### src/rtl/seg7_scan_ctrl.sv
// seg7_scan_ctrl: time-multiplexed scan controller for a 4-digit
// common-anode display that shares one BCD-to-7-segment decoder.
// The four BCD digits are held in a shadow register that changes only at
// a frame boundary, or while the display is dark, so no frame mixes old
// and new digits. Each digit slot starts with a dark guard interval.
// Optional feature: define SEG7_LZB_EN to enable leading-zero blanking
// on digits 1..3.
module seg7_scan_ctrl #(
  parameter int REFRESH_DIV = 1024,
  parameter int GUARD_CYC   = 16
) (
  input  logic        clk,
  input  logic        rst_n,
  input  logic        en,
  input  logic        load,
  input  logic [15:0] digits_in,
  output logic        upd_done,
  output logic [3:0]  bcd_out,
  output logic [3:0]  anode
);

  localparam int               CNT_W   = $clog2(REFRESH_DIV);
  localparam logic [CNT_W-1:0] CNT_MAX = CNT_W'(REFRESH_DIV - 1);
  localparam logic [CNT_W-1:0] GUARD   = CNT_W'(GUARD_CYC);

  logic [CNT_W-1:0] cnt;
  logic [1:0]       idx;
  logic [15:0]      pend;
  logic [15:0]      shd;
  logic             pflag;
  logic             wrap;
  logic             frame_end;
  logic             lz_dark;

  assign wrap      = (cnt == CNT_MAX);
  assign frame_end = wrap && (idx == 2'd3);

`ifdef SEG7_LZB_EN
  // A digit above digit 0 goes dark when it and every more-significant
  // digit are zero; digit 0 always shows.
  function automatic logic lz_blank(input logic [15:0] s, input logic [1:0] k);
    logic b;
    case (k)
      2'd1:    b = (s[15:4] == 12'h000);
      2'd2:    b = (s[15:8] == 8'h00);
      2'd3:    b = (s[15:12] == 4'h0);
      default: b = 1'b0;
    endcase
    return b;
  endfunction

  assign lz_dark = lz_blank(shd, idx);
`else
  assign lz_dark = 1'b0;
`endif

  // Slot counter and digit index; disabled scanning parks at digit 0, cycle 0.
  always_ff @(posedge clk) begin
    if (!rst_n) begin
      cnt <= '0;
      idx <= 2'd0;
    end else if (!en) begin
      cnt <= '0;
      idx <= 2'd0;
    end else if (wrap) begin
      cnt <= '0;
      idx <= idx + 2'd1;
    end else begin
      cnt <= cnt + 1'b1;
    end
  end

  // Load capture and shadow transfer; shd only moves at the frame boundary
  // or while the display is dark, and upd_done marks the cycle after.
  always_ff @(posedge clk) begin
    if (!rst_n) begin
      pend     <= 16'h0000;
      pflag    <= 1'b0;
      shd      <= 16'h0000;
      upd_done <= 1'b0;
    end else begin
      upd_done <= 1'b0;
      if (load && en && frame_end) begin
        shd      <= digits_in;
        pend     <= digits_in;
        pflag    <= 1'b0;
        upd_done <= 1'b1;
      end else if (load) begin
        pend  <= digits_in;
        pflag <= 1'b1;
      end else if (pflag && (!en || frame_end)) begin
        shd      <= pend;
        pflag    <= 1'b0;
        upd_done <= 1'b1;
      end
    end
  end

  // Registered anode/BCD drive from the current slot position.
  always_ff @(posedge clk) begin
    if (!rst_n) begin
      anode   <= 4'b1111;
      bcd_out <= 4'hF;
    end else if (!en || (cnt < GUARD) || lz_dark) begin
      anode   <= 4'b1111;
      bcd_out <= 4'hF;
    end else begin
      anode   <= ~(4'b0001 << idx);
      bcd_out <= shd[{idx, 2'b00} +: 4];
    end
  end

endmodule

### config.mk
export PLATFORM = sky130hd
export DESIGN_NAME = seg7_scan_ctrl
export DESIGN_NICKNAME = d
export VERILOG_FILES = /design/src/rtl/seg7_scan_ctrl.sv
export SDC_FILE = /design/constraint.sdc
export NUM_CORES = 1
export LEC_CHECK = 0
export ABC_AREA = 1
export BUFFER_PORTS_ARGS = -buffer_cell sky130_fd_sc_hd__buf_2
export CORE_MARGIN = 8
export CORE_UTILIZATION = 57
export DETAILED_ROUTE_END_ITERATION = 8
export GPL_TIMING_DRIVEN = 0
export PLACE_DENSITY = 0.78
export SLEW_MARGIN = 10
export SYNTH_ARGS = -nofsm -noshare
export SYNTH_HDL_FRONTEND = slang
export SYNTH_SLANG_ARGS = --single-unit
### constraint.sdc
create_clock -name clk -period 2.2 [get_ports clk]
set_input_delay 0 -clock clk [delete_from_list [all_inputs] [get_ports clk]]
set_output_delay 0 -clock clk [all_outputs]
set_load 0.01 [all_outputs]
# Word level (Yosys, flattened, before mapping)
# Index checks and enable logic that the tools add are counted.
totals:
  register_bits: 54
  in_bits: 20
  out_inout_bits: 9
  wordCells: 44
classes:
  addsub: 2
  order_cmp: 1
  n_eq_ne: 3
  shift: 2
  n_mux: 10
  bitwise: 3
  n_reduce_logical: 15
op_table:
  columns: ["op", "count"]
  rows:
  - ["$mux 16", 5]
  - ["$shiftx 16x5->4", 1]
  - ["$add 10x1->10 const B", 1]
  - ["$eq 10x10->1 const B", 1]
  - ["$lt 10x5->1 const B", 1]
  - ["$reduce_bool 2->1", 3]
  - ["$mux 1", 5]
  - ["$logic_and 1x1->1", 4]
  - ["$not 4->4", 1]
  - ["$reduce_and 2->1", 2]
  - ["$reduce_or 2->1", 2]
  - ["$shl 1x2->4 const A", 1]
  - ["$reduce_or 3->1", 1]
  - ["$add 2x1->2 const B", 1]
  - ["$eq 2x2->1 const B", 1]
  - ["$logic_or 1x1->1", 2]
  - ["$ne 2x1->1 const B", 1]
  - ["$not 1->1", 2]
  - ["$logic_not 1->1", 1]

# Longest topological paths before layout
depth:
  word_depth: 7
  mapped_depth: 10
  mapped_depth_nobuf: 9

# Least setup slack after synthesis
# No wires, ideal clock.
synth_timing:
  path_kind: "register -> register"
  from: "register cnt[0]"
  to: "register shd[11]"
  t_arrival_ns: 1.407
  slack_ns: 0.683
  stages_incl_launch_ff: 10
  path_buffers: 1
  path_cell_list: "dfxtp_1 > ha_1 > nand2_1 > nor2_4 > nand4_4 > a21oi_4 > buf_6 > nand2_1 > nor2_2 > nor2_2"
synth_via:
  elab_chain_len: 6
synth_lines:
  columns: ["element", "line_no", "source"]
  rows:
  - ["start: declaration", "26", "logic [CNT_W-1:0] cnt;"]
  - ["start signal: assignment", "69", "cnt <= cnt + 1'b1;"]
  - ["$eq 10x10->1 (*)", "35", "assign wrap = (cnt == CNT_MAX);"]
  - ["$logic_and 1x1->1 (*)", "36", "assign frame_end = wrap && (idx == 2'd3);"]
  - ["$logic_or 1x1->1", "91", "end else if (pflag && (!en || frame_end)) begin"]
  - ["$logic_and 1x1->1", "91", null]
  - ["$reduce_bool 2->1 (no line)", null, null]
  - ["$reduce_and 2->1 (no line)", null, null]
  - ["end signal: assignment", "84", "shd <= digits_in;"]
  - ["end signal: assignment", "92", "shd <= pend;"]
  - ["end: declaration", "29", "logic [15:0] shd;"]
# Mark *: on every way between the ends. The rest lies on a longest branch, timed or not.
# A chain may end at the register's enable or synchronous reset.

# Final worst setup path
layout_timing:
  from: "register cnt[0]"
  to: "register shd[10]"
# The elaborated chain is that of the path after synthesis.

==> results.json <==
{
  "whs_path_depth": 5,
  "max_freq_mhz": 555,
  "whs_ns": 0.00978,
  "clkLatencyLatePin_ns": 0.31,
  "start_util_pct": 57.7,
  "grt_start_max_net_pins": 17,
  "synth_top_area_cell": "dfxtp_1",
  "ant_nets": 0,
  "fin_crit_ns": 1.80,
  "power_density_nw_per_um2": 658,
  "reg2reg_slack_ns": 0.40,
  "fin_crit_sh_pct": 81.9,
  "ir_drop_v": 0.000451,
  "ys_ff_latch": 54,
  "rsz0062_at_grt": "false",
  "grt_pass1_wl_um": 8700,
  "slowest_stage": "dfxtp_1",
  "synth.area.top_cells": "dfxtp_1 44%, nand2_1 12%, nor2_1 8.5%",
  "maxSlewViolCount": 0,
  "post_cts_resized": 0,
  "cp_cell_sequence": "ha_1, nand2_1, nor2_4, nand4_4, a21oi_4, buf_6, nand2_1, nor2_1, nor2_1",
  "hpwl_um": 3620,
  "ys.warnings.count": 0,
  "post_drt_wl_per_cell_um": 11.6,
  "grt_overflow": 0,
  "synth_cell_types": 25,
  "ys_seq_area_share_pct": 44.3,
  "tightest_slew_ns": 0.471,
  "fin_cells": 443,
  "fp.dieW_um": 81.4,
  "placedCellCount": 422,
  "netlist.area_leader.share_pct": 44.3,
  "diodes": 0,
  "viasPerCell": 4.90,
  "r2r_cells": 9,
  "reg2reg_from": "cnt[0]",
  "setup_viol": 0,
  "avgSynthCellArea_um2": 7.12,
  "dieArea_um2": 6630,
  "syn_nets": 368,
  "dp_slack_ns": 0.412,
  "hold_violations": 0,
  "worstSetupEndpointType": "register",
  "synth_async_sr_flop_share_pct": 0,
  "p_leak_nw": 1.28,
  "hold_path_startpoint": "digits_in[14]",
  "grt_pass1_vias": 1983,
  "fin_nets": 415,
  "slowest_delay_ns": 0.38,
  "cp.required_ns": 2.41,
  "drt_iter0_markers": 126,
  "clk_pin_slew_worst_paths_ns": 0.10,
  "arrival_ns": 2.01,
  "cap_violations": 0,
  "core_um2": 4230,
  "critPathLaunchType": "register",
  "fin_util_pct": 68.1,
  "numPortBuffers": 27,
  "num_rows": 24,
  "cts_sinks": 54,
  "critPathKind": "register to register",
  "syn2layout_area_growth_pct": 18.0,
  "fin_setup_tns_ns": 0,
  "antenna_found_initial": 0,
  "netlist_area_um2": 2440,
  "route.vias.total": 2171,
  "route.final.wire_length_um": 5120,
  "drive_gt1_share_pct": 14.6,
  "cts_buffers": 5,
  "h-tree-depth": 2,
  "tritoncts": "built",
  "fin_skew_ns": 0.00801,
  "die_h_um": 81.4,
  "first_pass_iters": 4,
  "routabilityCongestion": 0.785,
  "synth_edf_count": 0,
  "setup_slack_ns": 0.398,
  "clk_path_buf_depth": 2,
  "synth.most_common_cell": "nand2_1",
  "min_to": "shd[14]",
  "worstPathMaxFanout": 10,
  "drc": 0,
  "cts_root_buf": "clkbuf_8",
  "synth.top_cells.by_count": "78 x nand2_1, 55 x nor2_1, 54 x dfxtp_1",
  "status": "finished, final reports clean",
  "synthFlopType": "dfxtp_1",
  "holdCritPathClass": "primary input to register",
  "postSynthCellCount": 343,
  "groute.usage.overall_pct": 16.5,
  "worstReg2RegEnd": "shd[10]",
  "ios": 29,
  "slew_headroom_pct": 68.6
}
==> cell usage in the layout (no fill, tap or decap), types with 4 or more instances in the layout <==
cell type / instances
nand3_1: 9
dfxtp_1: 54
clkbuf_1: 8
nand2_1: 78
buf_2: 28
clkbuf_8: 5
dlygate4sd3_1: 13
buf_6: 4
ha_1: 5
nor2_1: 55
a21oi_1: 30
nand2_2: 4
inv_1: 46
nor2_2: 6
o21ai_0: 26
==> registers in the layout (all words and copies together) (netlist names) <==
signal and count:
bcd_out 4, cnt 10, upd_done 1, pflag 1, shd 16, anode 4
pend 16, idx 2
==> stage by stage <==
| stage | total power, mW | cell area [um^2] |
|---|---|---|
| 2_1_floorplan | 1.18 | 2440 |
| 3_3_place_gp | 1.23 | 2640 |
| 3_5_place_dp | 1.24 | 2640 |
| 4_1_cts | 1.91 | 2880 |
| 5_1_grt | 1.98 | 2880 |
| 6_report | 1.90 | 2880 |
==> layer usage <==
metal,routed length [um],up-vias,track usage [%]
li1,-,1148,-
met1,2390,963,20.3
met2,2370,50,26.8
met3,255,10,3.72
met4,102,0,7.68
met5,0,-,0
==> layout make-up <==
type | count | area (um^2)
clock buffers | 6 | 72.6
plain buffers | 14 | 87.6
repair buffers | 40 | 265
multi-input cells | 228 | 1100
well taps | 52 | 65.1
clock inverters | 2 | 37.5
flip-flops and latches | 54 | 1080
fillers | 378 | 1350
inverters | 47 | 176
==> timing repair <==
item	4_1_cts	5_1_grt
hold buffers	13	0
setup buffers	0	0
hold endpoints to repair	16	0
==> where the power goes <==
part | internal [mW] | switching (mW) | leakage, nW | total [mW]
logic | 0.0835 | 0.119 | 0.788 | 0.202
clock network | 0.340 | 0.318 | 0.0514 | 0.658
registers | 1.02 | 0.0141 | 0.443 | 1.03
total | 1.44 | 0.451 | 1.28 | 1.90
==> worst max-delay path: cells and delay by family, from the launching register on <==
kind | cells | cell delay (ns)
buffers and inverters | 1 | 0.18
and+or+nand+nor | 6 | 0.70
AOI/OAI and AO/OA | 1 | 0.27
DFF | 1 | 0.38
adders and majority gates | 1 | 0.18
==> cell families after synthesis <==
family          Yosys count  synth area share [%]
compound gates           59                  12.8
fa+ha+maj                 5                  2.56
xor+xnor                  3                  1.08
buf+inv                  61                  10.8
simple gates            161                  28.5
flops                    54                  44.3
==> worst max path at each step <==
stage	end	cells past startpoint	from
floorplan	shd[11]	9	cnt[0]
finish	shd[10]	9	cnt[0]
CTS	shd[10]	9	cnt[0]
global placement	shd[10]	9	cnt[0]
detailed placement	shd[10]	9	cnt[0]
global route	shd[10]	9	cnt[0]
Note: power is estimated with default switching activity, not from simulation.
